File: config.mk
export PLATFORM = sky130hd
export DESIGN_NAME = pomodoro_phase_ctrl
export DESIGN_NICKNAME = d
export VERILOG_FILES = /design/src/rtl/pomodoro_pkg.sv /design/src/rtl/mmss_down_counter.sv /design/src/rtl/pomodoro_phase_ctrl.sv
export SDC_FILE = /design/constraint.sdc
export NUM_CORES = 1
export LEC_CHECK = 0
export BUFFER_PORTS_ARGS = -buffer_cell sky130_fd_sc_hd__buf_2
export CAP_MARGIN = 20
export CORE_MARGIN = 3
export CORE_UTILIZATION = 55
export CTS_CLUSTER_SIZE = 24
export DETAILED_ROUTE_END_ITERATION = 8
export PLACE_DENSITY = 0.75
export SLEW_MARGIN = 10
export SYNTH_ARGS = -nofsm -noshare
export SYNTH_HDL_FRONTEND = slang
export SYNTH_HIERARCHICAL = 1
export SYNTH_SLANG_ARGS = --single-unit
File: constraint.sdc
create_clock -name clk -period 5 [get_ports clk]
set_input_delay 1.25 -clock clk [delete_from_list [all_inputs] [get_ports clk]]
set_output_delay 1.25 -clock clk [all_outputs]
set_load 0.01 [all_outputs]
File: src/rtl/pomodoro_pkg.sv
// pomodoro_pkg: phase/state enums, LED colors and phase-length-to-mm:ss helper
package pomodoro_pkg;
  typedef enum logic [1:0] {PH_WORK = 2'd0, PH_SHORT = 2'd1, PH_LONG = 2'd2} phase_e;
  typedef enum logic [1:0] {ST_IDLE = 2'd0, ST_RUN = 2'd1, ST_PAUSE = 2'd2, ST_ALERT = 2'd3} state_e;
  localparam logic [2:0] RGB_WORK  = 3'b100;
  localparam logic [2:0] RGB_SHORT = 3'b010;
  localparam logic [2:0] RGB_LONG  = 3'b001;
  localparam logic [2:0] RGB_OFF   = 3'b000;
  localparam logic [2:0] RGB_ALERT = 3'b111;
  function automatic logic [12:0] phase_time(input phase_e p, input int w, input int s, input int l);
    int len;
    len = p == PH_WORK ? w : p == PH_SHORT ? s : l;
    return {7'(len / 60), 6'(len % 60)};
  endfunction
endpackage

File: src/rtl/mmss_down_counter.sv
// mmss_down_counter: min/sec registers (clk, rst, load ld_min/ld_sec, dec) with o_min/o_sec and zero/one detect
module mmss_down_counter #(
  parameter logic [6:0] RST_MIN = 7'd0,
  parameter logic [5:0] RST_SEC = 6'd0
) (
  input  logic       clk,
  input  logic       rst,
  input  logic       load,
  input  logic [6:0] ld_min,
  input  logic [5:0] ld_sec,
  input  logic       dec,
  output logic [6:0] o_min,
  output logic [5:0] o_sec,
  output logic       o_zero,
  output logic       o_one
);
  logic [6:0] min_q, min_d;
  logic [5:0] sec_q, sec_d;
  always_comb begin
    min_d = load ? ld_min : dec && sec_q == 6'd0 ? min_q - 7'd1 : min_q;
    sec_d = load ? ld_sec : !dec ? sec_q : sec_q == 6'd0 ? 6'd59 : sec_q - 6'd1;
  end
  always_ff @(posedge clk) begin
    if (rst) begin
      min_q <= RST_MIN;
      sec_q <= RST_SEC;
    end else begin
      min_q <= min_d;
      sec_q <= sec_d;
    end
  end
  assign o_min  = min_q;
  assign o_sec  = sec_q;
  assign o_zero = min_q == 7'd0 && sec_q == 6'd0;
  assign o_one  = min_q == 7'd0 && sec_q == 6'd1;
endmodule

File: src/rtl/pomodoro_phase_ctrl.sv
// pomodoro_phase_ctrl: work/break phase sequencer; buttons in, phase/state/mm:ss/work_cnt/rgb/beep/done registered out
module pomodoro_phase_ctrl
  import pomodoro_pkg::*;
#(
  parameter int CLK_FREQ_HZ     = 50_000_000,
  parameter int TICK_DIV        = CLK_FREQ_HZ,
  parameter int WORK_S          = 1500,
  parameter int SHORT_S         = 300,
  parameter int LONG_S          = 900,
  parameter int CYCLES_PER_LONG = 4,
  parameter int ALERT_CYC       = CLK_FREQ_HZ / 2
) (
  input  logic       clk,
  input  logic       rst,
  input  logic       i_toggle,
  input  logic       i_skip,
  input  logic       i_clear,
  output logic [1:0] o_phase,
  output logic [1:0] o_state,
  output logic [6:0] o_min,
  output logic [5:0] o_sec,
  output logic [2:0] o_work_cnt,
  output logic [2:0] o_rgb,
  output logic       o_beep,
  output logic       o_done
);
  localparam int PW = $clog2(TICK_DIV + 1);
  localparam int AW = $clog2(ALERT_CYC + 1);
  localparam logic [12:0] WORK_T = phase_time(PH_WORK, WORK_S, SHORT_S, LONG_S);
  state_e state_q, state_d;
  phase_e phase_q, phase_d, nxt_ph;
  logic [2:0] cnt_q, cnt_d, nxt_cnt;
  logic [PW-1:0] presc_q, presc_d;
  logic [AW-1:0] acnt_q, acnt_d;
  logic beep_q, beep_d, done_q, done_d;
  logic [2:0] rgb_q, rgb_d;
  logic tick, ld, dec, zero, one;
  logic [12:0] ld_t;
  mmss_down_counter #(.RST_MIN(WORK_T[12:6]), .RST_SEC(WORK_T[5:0])) u_cnt (
    .clk(clk), .rst(rst), .load(ld), .ld_min(ld_t[12:6]), .ld_sec(ld_t[5:0]), .dec(dec),
    .o_min(o_min), .o_sec(o_sec), .o_zero(zero), .o_one(one)
  );
  always_ff @(posedge clk) begin
    if (rst) begin
      state_q <= ST_IDLE;
      phase_q <= PH_WORK;
      cnt_q   <= '0;
      presc_q <= '0;
      acnt_q  <= '0;
      beep_q  <= 1'b0;
      done_q  <= 1'b0;
      rgb_q   <= RGB_WORK;
    end else begin
      state_q <= state_d;
      phase_q <= phase_d;
      cnt_q   <= cnt_d;
      presc_q <= presc_d;
      acnt_q  <= acnt_d;
      beep_q  <= beep_d;
      done_q  <= done_d;
      rgb_q   <= rgb_d;
    end
  end
  always_comb begin
    nxt_cnt = phase_q == PH_WORK ? cnt_q + 3'd1 : cnt_q;
    nxt_ph  = phase_q != PH_WORK ? PH_WORK : nxt_cnt == 3'(CYCLES_PER_LONG) ? PH_LONG : PH_SHORT;
    nxt_cnt = nxt_ph == PH_LONG ? 3'd0 : nxt_cnt;
    tick    = state_q == ST_RUN && presc_q == PW'(TICK_DIV - 1);
    state_d = state_q;
    phase_d = phase_q;
    cnt_d   = cnt_q;
    presc_d = presc_q;
    acnt_d  = acnt_q;
    beep_d  = beep_q;
    done_d  = 1'b0;
    dec     = 1'b0;
    // ALERT keeps reloading the already-advanced phase so mm:ss shows the next time
    ld      = state_q == ST_ALERT;
    ld_t    = phase_time(phase_q, WORK_S, SHORT_S, LONG_S);
    if (i_clear) begin
      state_d = ST_IDLE;
      phase_d = PH_WORK;
      cnt_d   = '0;
      beep_d  = 1'b0;
      ld      = 1'b1;
      ld_t    = WORK_T;
    end else if (i_skip) begin
      state_d = ST_IDLE;
      beep_d  = 1'b0;
      if (state_q != ST_ALERT) begin
        phase_d = nxt_ph;
        cnt_d   = nxt_cnt;
        ld      = 1'b1;
        ld_t    = phase_time(nxt_ph, WORK_S, SHORT_S, LONG_S);
      end
    end else if (i_toggle) begin
      state_d = state_q == ST_RUN ? ST_PAUSE : state_q == ST_ALERT ? ST_IDLE : ST_RUN;
      presc_d = state_q == ST_IDLE ? '0 : presc_q;
      beep_d  = state_q == ST_ALERT ? 1'b0 : beep_q;
    end else if (state_q == ST_ALERT) begin
      state_d = acnt_q == '0 ? ST_IDLE : ST_ALERT;
      beep_d  = acnt_q != '0;
      acnt_d  = acnt_q == '0 ? acnt_q : acnt_q - AW'(1);
    end else if (tick) begin
      presc_d = '0;
      dec     = !zero;
      if (one) begin
        state_d = ST_ALERT;
        phase_d = nxt_ph;
        cnt_d   = nxt_cnt;
        beep_d  = 1'b1;
        done_d  = 1'b1;
        acnt_d  = AW'(ALERT_CYC - 1);
      end
    end else if (state_q == ST_RUN) begin
      presc_d = presc_q + PW'(1);
    end
  end
  always_comb begin
    rgb_d = state_d == ST_ALERT ? RGB_ALERT :
            state_d == ST_PAUSE ? RGB_OFF :
            phase_d == PH_WORK  ? RGB_WORK :
            phase_d == PH_SHORT ? RGB_SHORT : RGB_LONG;
  end
  assign o_phase    = phase_q;
  assign o_state    = state_q;
  assign o_work_cnt = cnt_q;
  assign o_rgb      = rgb_q;
  assign o_beep     = beep_q;
  assign o_done     = done_q;
endmodule

==> results.py, run 1 <==
metrics = {
    "finish": {
        "multi_input_area_um2": 2540,
        "seqCellArea_um2": 1520,
        "drive_above_1_share": 0.165,
        "final_nets": 535,
        "antenna_cells": 0,
        "n_fill_cell": 660,
        "synthToLayoutAreaGrowth_pct": 9.60,
    },
    "sta": {
        "worstMarginPinSlew_ps": 852,
        "rsz0062_at_grt": "false",
        "min_period_ps": 3420,
        "fin_crit_sh": 0.685,
        "fin_setup_tns_ps": 0,
        "slew_violations": 0,
        "hold_ws_ps": 491,
        "finClkSkew_ps": 14.7,
        "worst_slack_ps": 1580,
        "hold_viol": 0,
        "fmax_ghz": 0.292,
        "slew_headroom": 0.431,
        "setup_violations": 0,
    },
    "synth": {
        "synthesis.area_um2": 4220,
        "synth_warnings": 6,
        "async_flop_share": 0,
        "ys_ff_latch": 76,
        "synth_ff_type": "dfxtp_1",
        "synth-edff-count": 0,
        "seq_area_frac_synth": 0.360,
        "syn_inst": 495,
        "avgSynthCellArea_um2": 8.53,
        "ys_types": 74,
    },
    "floorplan": {
        "dieHeight_um": 93.6,
        "io_pins": 30,
        "dieArea_um2": 8770,
        "start_util": 0.573,
        "coreArea_um2": 7370,
        "rows": 31,
        "fp.dieW_um": 93.6,
    },
    "setup_path": {
        "worstPathArrival_ps": 3670,
        "end_kind": "flip-flop",
        "criticalPathCategory": "reg2reg",
        "worst-path-buf-inv": 0,
        "cp.required_ps": 5240,
        "crit_chain": "or3_1, nor4b_1, and3_1, nand4_1, o21bai_1, nand2_1, o41ai_1, a21oi_1",
        "cp_slowest_stage_delay_ps": 740,
        "rrSetupSlack_ps": 1580,
        "crit_path_top_delay_cell": "o21bai_1",
        "cp_top_family": "simple AND/OR/NAND/NOR gates",
        "cp-start-kind": "flip-flop",
        "worstPathMaxFanout": 11,
    },
    "routing": {
        "wl_per_cell_um": 15.1,
        "drt-initial-drc-count": 182,
        "dr.pass1.iters": 5,
        "vias": 3593,
        "vias_per_cell": 5.74,
        "ant_nets": 0,
        "drcViolationCount": 0,
        "wl_mm": 9.47,
    },
    "power_and_ir_drop": {
        "power.density_nw_per_um2": 269,
        "p_leak_uw": 0.00163,
        "ir_worst_vdd_v": 0.000151,
    },
    "cts": {
        "holdBufCountCts": 0,
        "clk_path_buf_depth": 2,
        "worstSkewPairLatency_ps": 350,
        "cts_made_buffers": 9,
        "tritoncts": "yes",
        "cts.repair.resized": 0,
        "cts-root-buf": "clkbuf_8",
        "clk_pin_slew_ps": 90,
        "post_cts_buffers": 0,
        "cts_sinks": 76,
        "h-tree-depth": 3,
    },
    "worst_hold_path": {
        "hold_class": "reg2reg",
    },
    "global_routing": {
        "antenna_found_initial": 0,
        "grt_pass1_wl_mm": 15.7,
        "grt_max_degree": 39,
        "grt.total_usage": 0.222,
        "overflow": 0,
        "grt_pass1_vias": 3362,
    },
    "placed_design": {
        "place_ws_ps": 1610,
        "place_hpwl_mm": 6.56,
        "port_buffers": 29,
        "gp_congestion": 0.870,
    },
    "run": {
        "cap_violations": 0,
    },
    "run_status": {
        "status": "finished, final reports clean",
    },
}
## kinds of logic after synthesis
| group | synth area share |
|---|---|
| adder cells (fa/ha/maj) | 0.0237 |
| multiplexers | 0.00711 |
| AND/OR/NAND/NOR | 0.333 |
| XOR/XNOR | 0.108 |
| flip-flops | 0.360 |
| other | 0.00178 |
| buffers and inverters | 0.0447 |
| AO/OA/AOI/OAI | 0.121 |
## layout by cell type, fill, tap and decap left out, types with 4 or more instances in the layout
master,synthesis,layout
clkbuf_8,0,10
nor2_1,68,68
xnor2_1,27,27
conb_1,2,9
or2_2,5,5
xor2_1,25,25
nand3b_1,6,6
inv_1,15,15
nand3_1,20,20
nand2_1,27,27
nor2_2,5,5
nor3_1,19,19
o21ai_0,9,9
or3_1,9,9
nor4b_1,7,7
nand4_1,14,14
and2_1,4,4
a21oi_1,34,34
nor4_1,9,9
dfxtp_1,76,76
buf_2,3,29
nor4_2,5,5
nor3_2,5,5
ha_1,8,8
and3_1,8,8
nand4b_1,4,4
## synthesized netlist by cell type (6+ instances only)
library cell	count	area share
and3_1	8	0.012
dfxtp_1	76	0.36
nand4_1	14	0.021
xnor2_1	27	0.056
nand2_1	27	0.024
ha_1	8	0.024
or3_1	9	0.013
nor4_1	9	0.013
nor2_1	68	0.060
a21oi_1	34	0.040
nand3_1	20	0.024
inv_1	15	0.013
nand3b_1	6	0.011
nor4b_1	7	0.015
xor2_1	25	0.052
o21ai_0	9	0.011
clkbuf_1	9	0.0080
nor3_1	19	0.023
## power by group
group | switching (µW) | internal [µW]
clock network | 233 | 295
registers | 12.4 | 614
logic | 57.0 | 32.2
total | 302 | 941
## state kept, by name, indices dropped and copies added, names as in the netlist
name / cells
o_work_cnt: 3
o_beep: 1
acnt_q: 25
u_cnt/o_min: 7
o_rgb: 3
o_state: 2
o_done: 1
o_phase: 2
u_cnt/o_sec: 6
presc_q: 26
## worst paths after layout
path | to | depth (start not counted) | from
hold / removal | o_work_cnt[1] | 2 | o_work_cnt[1]
hold reg to reg | o_work_cnt[1] | 2 | o_work_cnt[1]
setup reg to reg | acnt_q[7] | 8 | u_cnt/o_min[3]
setup / recovery | acnt_q[7] | 8 | u_cnt/o_min[3]
## worst register-to-register path: cells and delay by family, from the launching register on
family | cells | cell delay, ps
DFF | 1 | 360
and+or+nand+nor | 5 | 1680
AOI/OAI and AO/OA | 3 | 1270
## stage by stage
| step | cells | area [µm²] | util | total power [µW] |
|---|---|---|---|---|
| after floorplan | 502 | 4250 | - | 705 |
| after global placement | 610 | 4400 | 0.598 | 726 |
| after detailed placement | 610 | 4400 | 0.598 | 728 |
| after CTS | 626 | 4630 | 0.628 | 1250 |
| after global routing | 626 | 4630 | 0.628 | 1290 |
| final | 626 | 4630 | 0.628 | 1240 |
## metal layers
layer	share of wire	routed length, µm	global-route usage
met1	0.48	4540	0.298
met4	0.0086	81	0.0469
met2	0.47	4470	0.366
met5	0	0	0
met3	0.039	372	0.0531
## final cells by class
cell class / count / area share
Multi-Input combinational cell: 388 / 0.549
Sequential cell: 76 / 0.329
Timing Repair Buffer: 31 / 0.0346
Clock buffer: 10 / 0.0297
Tap cell: 99 / 0.0268
Clock inverter: 6 / 0.0187
Inverter: 16 / 0.0130
(Power assumes the default switching activity.)
==> run 2, diff against run 1 <==
Clock period 5 ns to 3.2 ns, I/O delays scaled along.
==> run 2 against run 1 <==
Net effect:
- sequential cell count unchanged
- critical path type unchanged
- sequential power increased by 56%
- combinational power is 64% higher
- non-clock buffer count increased by 10
- critical path depth rose by 1
- fmax rose by 20%
- utilization is 0.98 points higher
- clock power rose by 51%
==> results.py, run 2 (synthesized netlist as in run 1, its figures left out) <==
metrics = {
    "run_status": {
        "status": "finished, final reports clean",
    },
    "sta": {
        "fin_crit_sh": 0.895,
        "hold_ws_ps": 492,
        "finClkSkew_ps": 6.88,
        "min_period_ps": 2860,
        "hold_viol": 0,
        "slew_violations": 0,
        "slew_headroom": 0.501,
        "fmax_ghz": 0.349,
        "rsz0062_at_grt": "false",
        "fin_setup_tns_ps": 0,
        "worst_slack_ps": 337,
        "worstMarginPinSlew_ps": 749,
        "setup_violations": 0,
    },
    "finish": {
        "drive_above_1_share": 0.179,
        "largest_register_ff_count": 26,
        "antenna_cells": 0,
        "fin_cells": 635,
        "final_cell_mix": "dfxtp_1, nor2_1, a21oi_1, buf_2",
        "final_nets": 545,
        "top_register": "presc_q",
        "synthToLayoutAreaGrowth_pct": 11.3,
        "final_common_cell": "dfxtp_1",
    },
    "setup_path": {
        "cp.required_ps": 3450,
        "worst-path-buf-inv": 1,
        "cp-startpoint": "presc_q[0]",
        "end_kind": "flip-flop",
        "crit_chain": "ha_1, nand3_1, or4_4, nor4b_1, buf_4, nand2_1, nor2_1, nor2_1, a221oi_1",
        "rrSetupSlack_ps": 340,
        "cp_slowest_stage_delay_ps": 630,
        "crit_path_top_delay_cell": "or4_4",
        "path_common_cell": "nor2_1",
        "cp-start-kind": "flip-flop",
        "worstPathArrival_ps": 3120,
        "cp_top_family": "simple AND/OR/NAND/NOR gates",
        "reg2reg_from": "presc_q[0]",
        "worstPathMaxFanout": 10,
        "criticalPathCategory": "reg2reg",
    },
    "floorplan": {
        "coreArea_um2": 7370,
        "rows": 31,
        "io_pins": 30,
        "dieArea_um2": 8770,
        "start_util": 0.573,
        "fp.dieW_um": 93.6,
        "dieHeight_um": 93.6,
    },
    "cts": {
        "clk_path_buf_depth": 2,
        "holdBufCountCts": 0,
        "post_cts_buffers": 0,
        "clk_pin_slew_ps": 70,
        "worstSkewPairLatency_ps": 350,
        "tritoncts": "yes",
        "cts-root-buf": "clkbuf_8",
        "h-tree-depth": 3,
        "cts_made_buffers": 9,
        "cts_sinks": 76,
    },
    "global_routing": {
        "grt.total_usage": 0.227,
        "grt_max_degree": 39,
        "grt_pass1_wl_mm": 16.1,
        "overflow": 0,
        "grt_pass1_vias": 3457,
        "antenna_found_initial": 0,
    },
    "routing": {
        "ant_nets": 0,
        "vias": 3619,
        "drcViolationCount": 0,
        "drt-initial-drc-count": 179,
        "dr.pass1.iters": 4,
        "vias_per_cell": 5.70,
        "wl_per_cell_um": 14.6,
        "wl_mm": 9.29,
    },
    "placed_design": {
        "place_ws_ps": 297,
        "port_buffers": 29,
        "gp_congestion": 0.821,
        "place_hpwl_mm": 6.65,
        "dp_cells": 620,
    },
    "run": {
        "cap_violations": 0,
    },
    "worst_hold_path": {
        "min-delay-start": "o_work_cnt[1]",
        "hold_class": "reg2reg",
    },
    "power_and_ir_drop": {
        "power.density_nw_per_um2": 408,
        "p_leak_uw": 0.00167,
        "ir_worst_vdd_v": 0.000305,
    },
}
-- run 2: layer usage --
metal	vias to the layer above	global-route usage	wire length, µm
met3	11	0.0523	484
met1	1703	0.302	4320
met4	0	0.0722	104
met2	73	0.365	4380
met5	-	0	0
li1	1832	-	-
-- run 2: worst reg2reg max path, cell delays in order (launching register included) --
cell and delay [ps]:
dfxtp_1 400, ha_1 240, nand3_1 140, or4_4 630
nor4b_1 300, buf_4 210, nand2_1 140, nor2_1 340
nor2_1 110, a221oi_1 260
-- run 2: worst paths after layout --
kind	endpoint	cells after the start
min	o_work_cnt[1]	2
max	u_cnt/o_sec[3]	9
max reg2reg	u_cnt/o_sec[3]	9
min reg2reg	o_work_cnt[1]	2
-- run 2: power by group --
part           internal, µW  switching [µW]
Combinational          56.0            89.7
Sequential              960            19.8
Clock                   456             338
-- run 2: repair_timing --
action / 4_1_cts / 5_1_grt
setup endpoints to repair: 0 / 1
resized for setup: 0 / 1
hold endpoints to repair: 0 / 0
-- run 2: area by class of cell --
type                    count  area, µm²
clock inverters             4       73.8
clock buffers              11        141
inverters                  16       60.1
flip-flops and latches     76       1520
well taps                  99        124
fillers                   653       2670
repair buffers             41        235
multi-input cells         388       2540
-- run 2: per-stage QoR --
step | utilization | instance area, µm² | power, µW
2_1_floorplan | - | 4250 | 1100
3_3_place_gp | 0.608 | 4480 | 1140
3_5_place_dp | 0.608 | 4480 | 1140
4_1_cts | 0.637 | 4690 | 1940
5_1_grt | 0.638 | 4700 | 2000
6_report | 0.638 | 4700 | 1920
==> run 3, diff against run 2 <==
Settings changed: ABC_AREA set to 1, GPL_TIMING_DRIVEN set to 0, PLACE_DENSITY 0.75 to 0.74.
==> run 3 against run 2 <==
Net effect:
- sequential cell count unchanged
- die area increased by 10%
- utilization decreased by 1.2 points
- hold slack got worse by 11 ps
- register-to-register slack improved by 600 ps
- critical path depth increased by 6
- fmax increased by 26%
- critical path type unchanged
- sequential power increased by 0.7%
- via count increased by 27%
- area after synthesis increased by 11%
==> results.py, run 3 <==
metrics = {
    "setup_path": {
        "crit_chain": "ha_1, nand3_2, inv_2, nand2_2, nor3_1, nand4_1, nor4_1, inv_1, nand2_4, nand2_2, buf_6, nand2_2, nand2_1, inv_1, nand2_1",
        "crit_path_top_delay_cell": "dfxtp_1",
        "cp.required_ps": 3450,
        "worstPathArrival_ps": 2510,
        "cp-startpoint": "presc_q[0]",
        "cp-start-kind": "flip-flop",
        "cp_slowest_stage_delay_ps": 370,
        "worst-path-buf-inv": 4,
        "end_kind": "flip-flop",
        "worstPathMaxFanout": 10,
        "path_common_cell": "nand2_2",
        "cp_top_family": "simple AND/OR/NAND/NOR gates",
        "criticalPathCategory": "reg2reg",
        "reg2reg_from": "presc_q[0]",
    },
    "finish": {
        "drive_above_1_share": 0.132,
        "design_area_um2": 5170,
        "final_common_cell": "nand2_1",
        "fin_cells": 868,
        "top_register": "presc_q",
        "final_cell_mix": "nand2_1, nor2_1, dfxtp_1, inv_1, a21oi_1",
        "synthToLayoutAreaGrowth_pct": 10.4,
        "antenna_cells": 0,
        "largest_register_ff_count": 26,
        "fin_util": 0.626,
        "final_nets": 772,
    },
    "run": {
        "cap_violations": 0,
    },
    "power_and_ir_drop": {
        "power.density_nw_per_um2": 371,
        "seqPwrFrac": 0.514,
        "p_int_uw": 1410,
        "p_comb_frac": 0.103,
        "swShare": 0.266,
        "p_switching_uw": 510,
        "p_leak_uw": 0.00230,
        "pwr-share-clk": 0.383,
        "ir_worst_vdd_v": 0.000218,
    },
    "worst_hold_path": {
        "min-delay-start": "o_beep",
        "hold_class": "reg2reg",
    },
    "routing": {
        "vias": 4593,
        "dr.pass1.iters": 5,
        "vias_per_cell": 5.29,
        "drt-initial-drc-count": 250,
        "drcViolationCount": 0,
        "wl_mm": 11.4,
        "wl_per_cell_um": 13.1,
        "ant_nets": 0,
    },
    "sta": {
        "min_period_ps": 2260,
        "fin_setup_tns_ps": 0,
        "worstMarginPinSlew_ps": 605,
        "hold_viol": 0,
        "setup_violations": 0,
        "slew_violations": 0,
        "worst_slack_ps": 936,
        "rsz0062_at_grt": "false",
        "finClkSkew_ps": 10.8,
        "fmax_ghz": 0.442,
        "fin_crit_sh": 0.708,
        "slew_headroom": 0.597,
    },
    "placed_design": {
        "post_dp_cell_area_um2": 4980,
        "place_ws_ps": 855,
        "place_hpwl_mm": 8.68,
        "dp_cells": 853,
        "port_buffers": 28,
        "gp_congestion": 0.966,
    },
    "cts": {
        "h-tree-depth": 3,
        "clk_path_buf_depth": 2,
        "tritoncts": "yes",
        "holdBufCountCts": 0,
        "cts-root-buf": "clkbuf_8",
        "post_cts_buffers": 0,
        "worstSkewPairLatency_ps": 360,
        "clk_pin_slew_ps": 80,
        "cts_sinks": 76,
        "cts.repair.resized": 0,
        "cts_made_buffers": 9,
    },
    "synth": {
        "synth.area.top_cells": "dfxtp_1, nand2_1, nor2_1",
        "synth_top_area_cell": "dfxtp_1",
        "seq_area_frac_synth": 0.325,
        "synthTopCellsByCount": "nand2_1, nor2_1, dfxtp_1, inv_1, a21oi_1",
        "synth-edff-count": 0,
        "synth_warnings": 6,
        "avgSynthCellArea_um2": 6.57,
        "synth_ff_type": "dfxtp_1",
        "syn_inst": 713,
        "synth_most_common_cell": "nand2_1",
        "synthesis.area_um2": 4680,
        "async_flop_share": 0,
        "yosysTopAreaCellShare": 0.325,
        "ys_types": 43,
        "ys_ff_latch": 76,
    },
    "global_routing": {
        "grt_max_degree": 13,
        "grt_pass1_wl_mm": 19.6,
        "grt.total_usage": 0.244,
        "antenna_found_initial": 0,
        "grt_pass1_vias": 4337,
        "overflow": 0,
    },
    "floorplan": {
        "rows": 33,
        "dieHeight_um": 98.3,
        "coreArea_um2": 8260,
        "start_util": 0.567,
        "fp.dieW_um": 98.3,
        "dieArea_um2": 9660,
        "io_pins": 30,
    },
    "run_status": {
        "status": "finished, final reports clean",
    },
}
[run 3: cell count changes in the layout (fill, tap and decap cells not counted), moves of 13 or more]
cell and change:
nor2_1 +31, nand3_1 +21, nand2_1 +154, a21oi_1 +22, xnor2_1 -18, inv_1 +50, o21ai_0 +13
[run 3: worst paths after layout]
path / end / slack [ps] / depth (start not counted)
worst min-delay path: o_beep / 480 / 2
worst max-delay path: u_cnt/o_min[4] / 940 / 15
worst min register to register: o_beep / 480 / 2
worst max register to register: u_cnt/o_min[4] / 940 / 15
[run 3: cells by family after synthesis]
logic type      Yosys count  share of synthesized area
buf+inv                  92                     0.0815
fa+ha+maj                 8                     0.0214
simple gates            399                      0.392
xor+xnor                 26                     0.0502
compound gates          110                      0.128
other cells               2                    0.00160
flops                    76                      0.325
[run 3: power by group through the flow]
stage                     clock [µW]  sequential (µW)  combinational [µW]
after CTS                        753              986                 197
after global routing             790              989                 224
after global placement             0             1010                 192
after detailed placement           0             1010                 196
after floorplan                    0             1010                 134
final                            735              986                 197
[run 3: metrics by stage]
stage	hold WS, ps	total power (µW)
floorplan	443	1150
global placement	450	1200
detailed placement	472	1200
CTS	483	1940
global route	508	2000
finish	481	1920
[run 3: cell type report]
type | instances | area, µm²
Fill cell | 814 | 3090
Multi-Input combinational cell | 552 | 2810
Sequential cell | 76 | 1520
Inverter | 75 | 283
Clock buffer | 11 | 141
Timing Repair Buffer | 28 | 140
Tap cell | 105 | 131
Buffer | 17 | 98.8
Clock inverter | 4 | 50.0
[run 3: metal layers]
metal | wire length (µm) | share of wire | track usage | vias to the layer above
li1 | - | - | - | 2388
met4 | 188 | 0.017 | 0.0788 | 0
met2 | 5340 | 0.47 | 0.410 | 94
met5 | 0 | 0 | 0 | -
met1 | 5370 | 0.47 | 0.321 | 2092
met3 | 481 | 0.042 | 0.0393 | 19
[run 3: worst reg2reg max path, stage by stage, from the launching register on]
cell	delay, ps
dfxtp_1	370
ha_1	200
nand3_2	130
inv_2	110
nand2_2	90
nor3_1	180
nand4_1	120
nor4_1	270
inv_1	150
nand2_4	140
nand2_2	70
buf_6	140
nand2_2	50
nand2_1	40
inv_1	50
nand2_1	40
